File: src/rtl/alarm_event_monitor.sv
// ============================================================================
// Module  : alarm_event_monitor
// Purpose : Timestamps alarm-controller status changes into a show-ahead FIFO.
// Revision: 1.0 - initial release
// ============================================================================
`default_nettype none

module alarm_event_monitor #(
   parameter int DEPTH = 8,
   parameter int TS_W  = 16
) (
   input  logic                    clk,
   input  logic                    reset_n,
   input  logic                    ena,
   input  logic                    alarm_siren,
   input  logic                    is_armed,
   input  logic                    is_wait_delay,
   input  logic                    clear,
   input  logic                    rd_req,
   output logic                    evt_valid,
   output logic [TS_W+5:0]         evt_data,
   output logic [$clog2(DEPTH):0]  evt_count,
   output logic                    full,
   output logic                    overflow
);

   localparam int PTR_W   = (DEPTH > 1) ? $clog2(DEPTH) : 1;
   localparam int CNT_W   = $clog2(DEPTH) + 1;
   localparam int ENTRY_W = TS_W + 6;
   localparam logic [CNT_W-1:0] C_DEPTH = CNT_W'(DEPTH);

   logic [2:0]         w_status;
   logic               w_empty;
   logic               w_full;
   logic               w_event;
   logic               w_pop;
   logic               w_wr;
   logic               w_drop;

   logic [2:0]         r_prev;
   logic [TS_W-1:0]    r_ts;
   logic [ENTRY_W-1:0] r_mem [DEPTH];
   logic [PTR_W-1:0]   r_wr_ptr;
   logic [PTR_W-1:0]   r_rd_ptr;
   logic [CNT_W-1:0]   r_count;
   logic               r_overflow;

   assign w_status = {alarm_siren, is_armed, is_wait_delay};
   assign w_empty  = (r_count == '0);
   assign w_full   = (r_count == C_DEPTH);

   // clear takes priority: a concurrent event or pop is discarded
   assign w_event  = ena & (w_status != r_prev) & ~clear;
   assign w_pop    = rd_req & ~w_empty & ~clear;
   assign w_wr     = w_event & (~w_full | w_pop);
   assign w_drop   = w_event & w_full & ~w_pop;

   always_ff @(posedge clk or negedge reset_n) begin
      if (!reset_n) begin
         r_prev     <= 3'b000;
         r_ts       <= '0;
         r_wr_ptr   <= '0;
         r_rd_ptr   <= '0;
         r_count    <= '0;
         r_overflow <= 1'b0;
      end else if (clear) begin
         r_prev     <= w_status;
         r_ts       <= '0;
         r_wr_ptr   <= '0;
         r_rd_ptr   <= '0;
         r_count    <= '0;
         r_overflow <= 1'b0;
      end else begin
         if (ena) begin
            r_prev <= w_status;
            r_ts   <= r_ts + TS_W'(1);
         end
         if (w_wr) begin
            r_wr_ptr <= r_wr_ptr + PTR_W'(1);
         end
         if (w_pop) begin
            r_rd_ptr <= r_rd_ptr + PTR_W'(1);
         end
         case ({w_wr, w_pop})
            2'b10:   r_count <= r_count + CNT_W'(1);
            2'b01:   r_count <= r_count - CNT_W'(1);
            default: r_count <= r_count;
         endcase
         if (w_drop) begin
            r_overflow <= 1'b1;
         end
      end
   end

   // Storage needs no reset; the pointers and count alone decide visibility
   always_ff @(posedge clk) begin
      if (w_wr) begin
         r_mem[r_wr_ptr] <= {r_ts, w_status, w_status ^ r_prev};
      end
   end

   assign evt_valid = ~w_empty;
   assign evt_data  = r_mem[r_rd_ptr];
   assign evt_count = r_count;
   assign full      = w_full;
   assign overflow  = r_overflow;

endmodule

`default_nettype wire

File: config.mk
export PLATFORM = sky130hd
export DESIGN_NAME = alarm_event_monitor
export DESIGN_NICKNAME = d
export VERILOG_FILES = /design/src/rtl/alarm_event_monitor.sv
export SDC_FILE = /design/constraint.sdc
export NUM_CORES = 1
export LEC_CHECK = 0
export ABC_AREA = 1
export CORE_AREA = 2 2 149 151
export CTS_CLUSTER_SIZE = 20
export DETAILED_ROUTE_END_ITERATION = 8
export DIE_AREA = 0 0 151 153
export GPL_ROUTABILITY_DRIVEN = 1
export GPL_TIMING_DRIVEN = 0
export SLEW_MARGIN = 20
export SYNTH_ARGS = -nofsm -noshare
export SYNTH_HDL_FRONTEND = slang
export SYNTH_SLANG_ARGS = --single-unit
File: constraint.sdc
create_clock -name clk -period 3.3 [get_ports clk]
set_input_delay 0.66 -clock clk [delete_from_list [all_inputs] [get_ports clk]]
set_output_delay 0.66 -clock clk [all_outputs]
set_load 0.03 [all_outputs]
### Word level (Yosys, flattened, before mapping)

Memories as Yosys holds them, arrays and structs flattened.
Cells that the tools add are included.

* flip-flop bits (word level): 30
* memory bits (writable): 176
* bits of input ports: 8
* output and inout port bits: 29
* word-level logic and storage cells: 49
* memories kept: 1

* add/subtract/negate cells: 5
* equal/unequal tests: 4
* mux-type cells: 14
* bitwise operators: 13
* reductions and logical operators: 6

Memories
* r_mem: depth 8, bits a word 22, read ports 1, clocked after Yosys merged registers in 0, write ports 1, RTL line 42 `logic [ENTRY_W-1:0] r_mem [DEPTH];`

Operators by type and width (number)
* $mux W16: 2
* $mux W3: 6
* $add A16 B1 Y16 const B: 1
* $pmux W4 S2: 1
* $reduce_bool A2 Y1: 4
* $and A1 B1 Y1: 7
* $add A3 B1 Y3 const B: 2
* $add A4 B1 Y4 const B: 1
* $eq A4 B4 Y1 const B: 1
* $logic_not A4 Y1: 1
* $mux W1: 4
* $mux W4: 1
* $not A1 Y1: 4
* $sub A4 B1 Y4 const B: 1
* $ne A3 B3 Y1: 1
* $reduce_bool A3 Y1: 1
* $xor A3 B3 Y3: 1
* $eq A2 B1 Y1 const B: 1
* $eq A2 B2 Y1 const B: 1
* $or A1 B1 Y1: 1

### Logic depth before layout (Yosys ltp)

* depth after elaboration: 9
* gate-level depth with buffers: 15
* depth with buffers taken out: 15

### Worst setup path after synthesis

OpenSTA, ideal clock, no wires.

* kind: flip-flop to flip-flop
* start point: register r_count[1], in the netlist evt_count[1]
* end point: memory r_mem[0][0] (netlist name), enable pin
* library setup time: 401 ps
* arrival time: 2417 ps
* data required time: 2899 ps
* path slack: 482 ps
* stages on the path, launching flop included: 9
* path buffers: 0
* clock period less this slack: 2818 ps
* cell sequence: dfrtp_1 nor2_1 nand2_2 nand3_4 nand2_1 inv_2 nor2_4 nand2_1 nor2_1

* word-level cells in the longest chain between the ends: 8
* elaborated cells between the ends (all ways): 10
* those cells by class: 1 x eq/ne; 2 x mux; 6 x bitwise; 1 x reduce/logical

RTL lines
* start, declared: RTL line 45 `logic [CNT_W-1:0] r_count;`
* start signal, assigned: RTL line 85 `2'b10: r_count <= r_count + CNT_W'(1);`
* start signal, assigned: RTL line 86 `2'b01: r_count <= r_count - CNT_W'(1);`
* start signal, assigned: RTL line 87 `default: r_count <= r_count;`
* $logic_not A4 Y1: RTL line 49 `assign w_empty = (r_count == '0);`
* $not A1 Y1
* via evt_valid: RTL line 20 `output logic evt_valid,`
* $and A1 B1 Y1 (2 in a row): RTL line 54 `assign w_pop = rd_req & ~w_empty & ~clear;`
* $or A1 B1 Y1: RTL line 55 `assign w_wr = w_event & (~w_full | w_pop);`
* $and A1 B1 Y1: RTL line 55
* $mux W1: RTL line 97 `if (w_wr) begin`
* $mux W1 (implied by the code): RTL line 98 `r_mem[r_wr_ptr] <= {r_ts, w_status, w_status ^ r_prev};`
* end, declared: RTL line 42

The timed path passes the listed nets, and every way through them passes these cells.

### Worst setup path after layout

* start point: register r_rd_ptr[0]
* end point: output port evt_data[10]

* word-level cells in the longest chain between the ends: 1

RTL lines
* start, declared: RTL line 44 `logic [PTR_W-1:0] r_rd_ptr;`
* start signal, assigned: RTL line 82 `r_rd_ptr <= r_rd_ptr + PTR_W'(1);`
* $mem_v2 Z8 W22
* end, declared: RTL line 21 `output logic [TS_W+5:0] evt_data,`

Every way passes these cells.

==> metrics.cfg <==
[run_status]
outcome=complete, no violations

[cts]
cts.sinks=206
clock_tree.root_cell=clkbuf_16
clkTransAtPathRegs_ps=70
cts_buffers=22
tritoncts=built
clk-insertion-delay-late_ps=500
hold_buffers=0
cts_max_path_buffers=3
cts_htree_levels=1

[routing]
route.vias.total=5682
routed_wl_mm=20.5
vias_per_cell=5.17
postRouteAntennaNets=0
wl_per_cell_um=18.6
drc=0
detail_route.first_pass.iterations=4
drtIter0Drc=574

[global_route]
overflow=0
antenna_found_initial=0
grt_max_degree=23
grt_pass1_vias=5600
grt_usage_pct=18.4
grt_pass1_wl_mm=31.8

[floorplan]
die_h_um=153
start_util_pct=39.6
std_cell_rows=54
dieArea_mm2=0.0231
pin_count=37
die_width_um=151
core_area_mm2=0.0215

[logic_synthesis]
syn_inst=739
avgSynthCellArea_um2=11.5
yosysSeqAreaShare_pct=70.9
synth.cell_area_mm2=0.00852
synth_top_cell_by_area=edfxtp_1
ys_warn_count=0
synth_async_sr_flop_share_pct=14.6
yosysTopAreaCellShare_pct=62.0
synth_edf_count=176
ys.flop_type=edfxtp_1
synth-seq-cells=206
synthTopCellsByArea=edfxtp_1, dfrtp_1, nor2_1
synth_cell_types=36
synth_fp_nets=753

[placed_design]
gp_congestion=0.806
io_buffer_count=34
dp_hpwl_mm=13.3

[timing]
drv_slew=0
tns_ps=0
fmax_mhz=323
whs_ps=92.6
clock-skew-final_ps=8.77
setup_violations=0
fin_crit_sh_pct=93.8
slew_headroom_pct=48.7
hold_violations=0
rsz0062_at_grt=no
tightest_slew_ps=767
fin_crit_ps=3090

[power_and_ir_drop]
power_density_mw_per_mm2=584
finalPower_w=0.00597
ir_drop_v=0.000289
leakage_nw=3.72

[finish]
diodes=0
area_growth_pct=19.9
mostFrequentLayoutCell=edfxtp_1
fill_cells=1899
finalNetCount=818
mostFrequentLayoutCells=edfxtp_1, nor2_1, o21ai_0, nand2_1, inv_1
drive_gt1_share_pct=12.3

[critical_path]
cp_cell_sequence=buf_2 -> clkbuf_1 -> nor2_1 -> nor2_1 -> o21ai_0 -> a31oi_1 -> dlygate4sd2_1
cp_common_cell=nor2_1
crit_fanout=10
crit_slowest_cell=clkbuf_1
setup.worst_path.start_class=flip-flop
cp.required_ps=2640
worst_path_largest_cell_delay_ps=500
endpoint_kind=output port
critPathArrivalTime_ps=2430
worstSetupPathType=flip-flop to output port

[job]
cap_violations=0

[min_path]
worst_hold_path_type=primary input to asynchronous set/reset pin

critical path, delay by kind of cell, from the launching register on:
kind | cells | cell delay (ps)
buffers and inverters | 3 | 1110
AND/OR/NAND/NOR | 2 | 200
flip-flops | 1 | 370
AO/OA/AOI/OAI | 2 | 270
flip-flops by register name, indices dropped and copies added, names as in the netlist:
| signal | count |
|---|---|
| evt_count | 4 |
| overflow | 1 |
| r_mem | 176 |
| r_prev | 3 |
| r_rd_ptr | 3 |
| r_ts | 16 |
| r_wr_ptr | 3 |
path summary, 6_finish.rpt:
| kind | slack, ps | to | startpoint | cells past startpoint |
|---|---|---|---|---|
| setup / recovery | 210 | evt_data[10] | r_rd_ptr[0]$_DFFE_PN0P_ | 7 |
| hold / removal | 90 | evt_count[0]$_DFFE_PN0P_ | reset_n | 1 |
| setup reg to reg | 800 | r_mem[6][1]$_DFFE_PP_ | evt_count[1]$_DFFE_PN0P_ | 8 |
| hold reg to reg | 510 | overflow$_DFFE_PN0P_ | overflow$_DFFE_PN0P_ | 2 |
| max in group asynchronous | 2770 | r_ts[14]$_DFFE_PN0P_ | reset_n | 2 |
| min in group clk | 390 | r_ts[2]$_DFFE_PN0P_ | clear | 2 |
cell families (layout without fill, tap and decap cells):
| family | Yosys count | in the layout | share of synthesized area [%] |
|---|---|---|---|
| flip-flops | 206 | 206 | 70.9 |
| buffers and inverters | 74 | 155 | 3.47 |
| AO/OA/AOI/OAI | 167 | 167 | 10.7 |
| AND/OR/NAND/NOR | 284 | 284 | 13.8 |
| XOR/XNOR | 2 | 2 | 0.206 |
| adder cells (fa/ha/maj) | 6 | 6 | 0.969 |
power by group:
part	switching [W]	internal [W]	leakage (nW)	total [W]
logic	0.000365	0.000154	1.30	0.000519
clock network	0.000983	0.00159	0.372	0.00258
registers	0.0000205	0.00285	2.05	0.00287
total	0.00137	0.00460	3.72	0.00597
layout make-up:
type                       instances  area, µm²  share of cell area, %
sequential                       206       6040                   59.1
multi-input combinational        459       2260                   22.1
clock buffer                      29        638                   6.25
timing repair buffer              41        468                   4.58
tap                              280        350                   3.43
buffer                            36        180                   1.76
inverter                          38        146                   1.43
clock inverter                    11        134                   1.31
synth_stat cells (2+ instances only):
cell / n
edfxtp_1: 176
nor2_1: 176
o21ai_0: 108
nand2_1: 64
inv_1: 33
dfrtp_1: 30
clkbuf_1: 27
a31oi_1: 23
o22ai_1: 22
nand3_1: 16
a21oi_1: 10
nor3_1: 9
nand4_1: 6
buf_2: 5
ha_1: 5
inv_2: 3
buf_1: 2
clkinv_1: 2
nand2_2: 2
nand3b_1: 2
nor4_1: 2
xor2_1: 2
stage by stage:
stage,setup WS (ps),cells,util (%),area (µm²)
after detailed placement,-222,1060,44.0,9460
after floorplan,482,739,-,8520
final,206,1100,47.5,10200
after CTS,29.4,1100,47.6,10200
after global routing,6.27,1100,47.5,10200
after global placement,-1450,1053,42.9,9210
per-layer routing:
metal	track usage, %	wire [µm]
met1	26.1	9090
met2	29.9	9760
met3	2.84	1330
met4	4.32	301
met5	0	0
repair_timing:
item	4_1_cts	5_1_grt
endpoints found under the setup margin	22	20
gates resized for setup	43	31
setup buffers	0	0
Note: power is estimated with default switching activity, not from simulation.
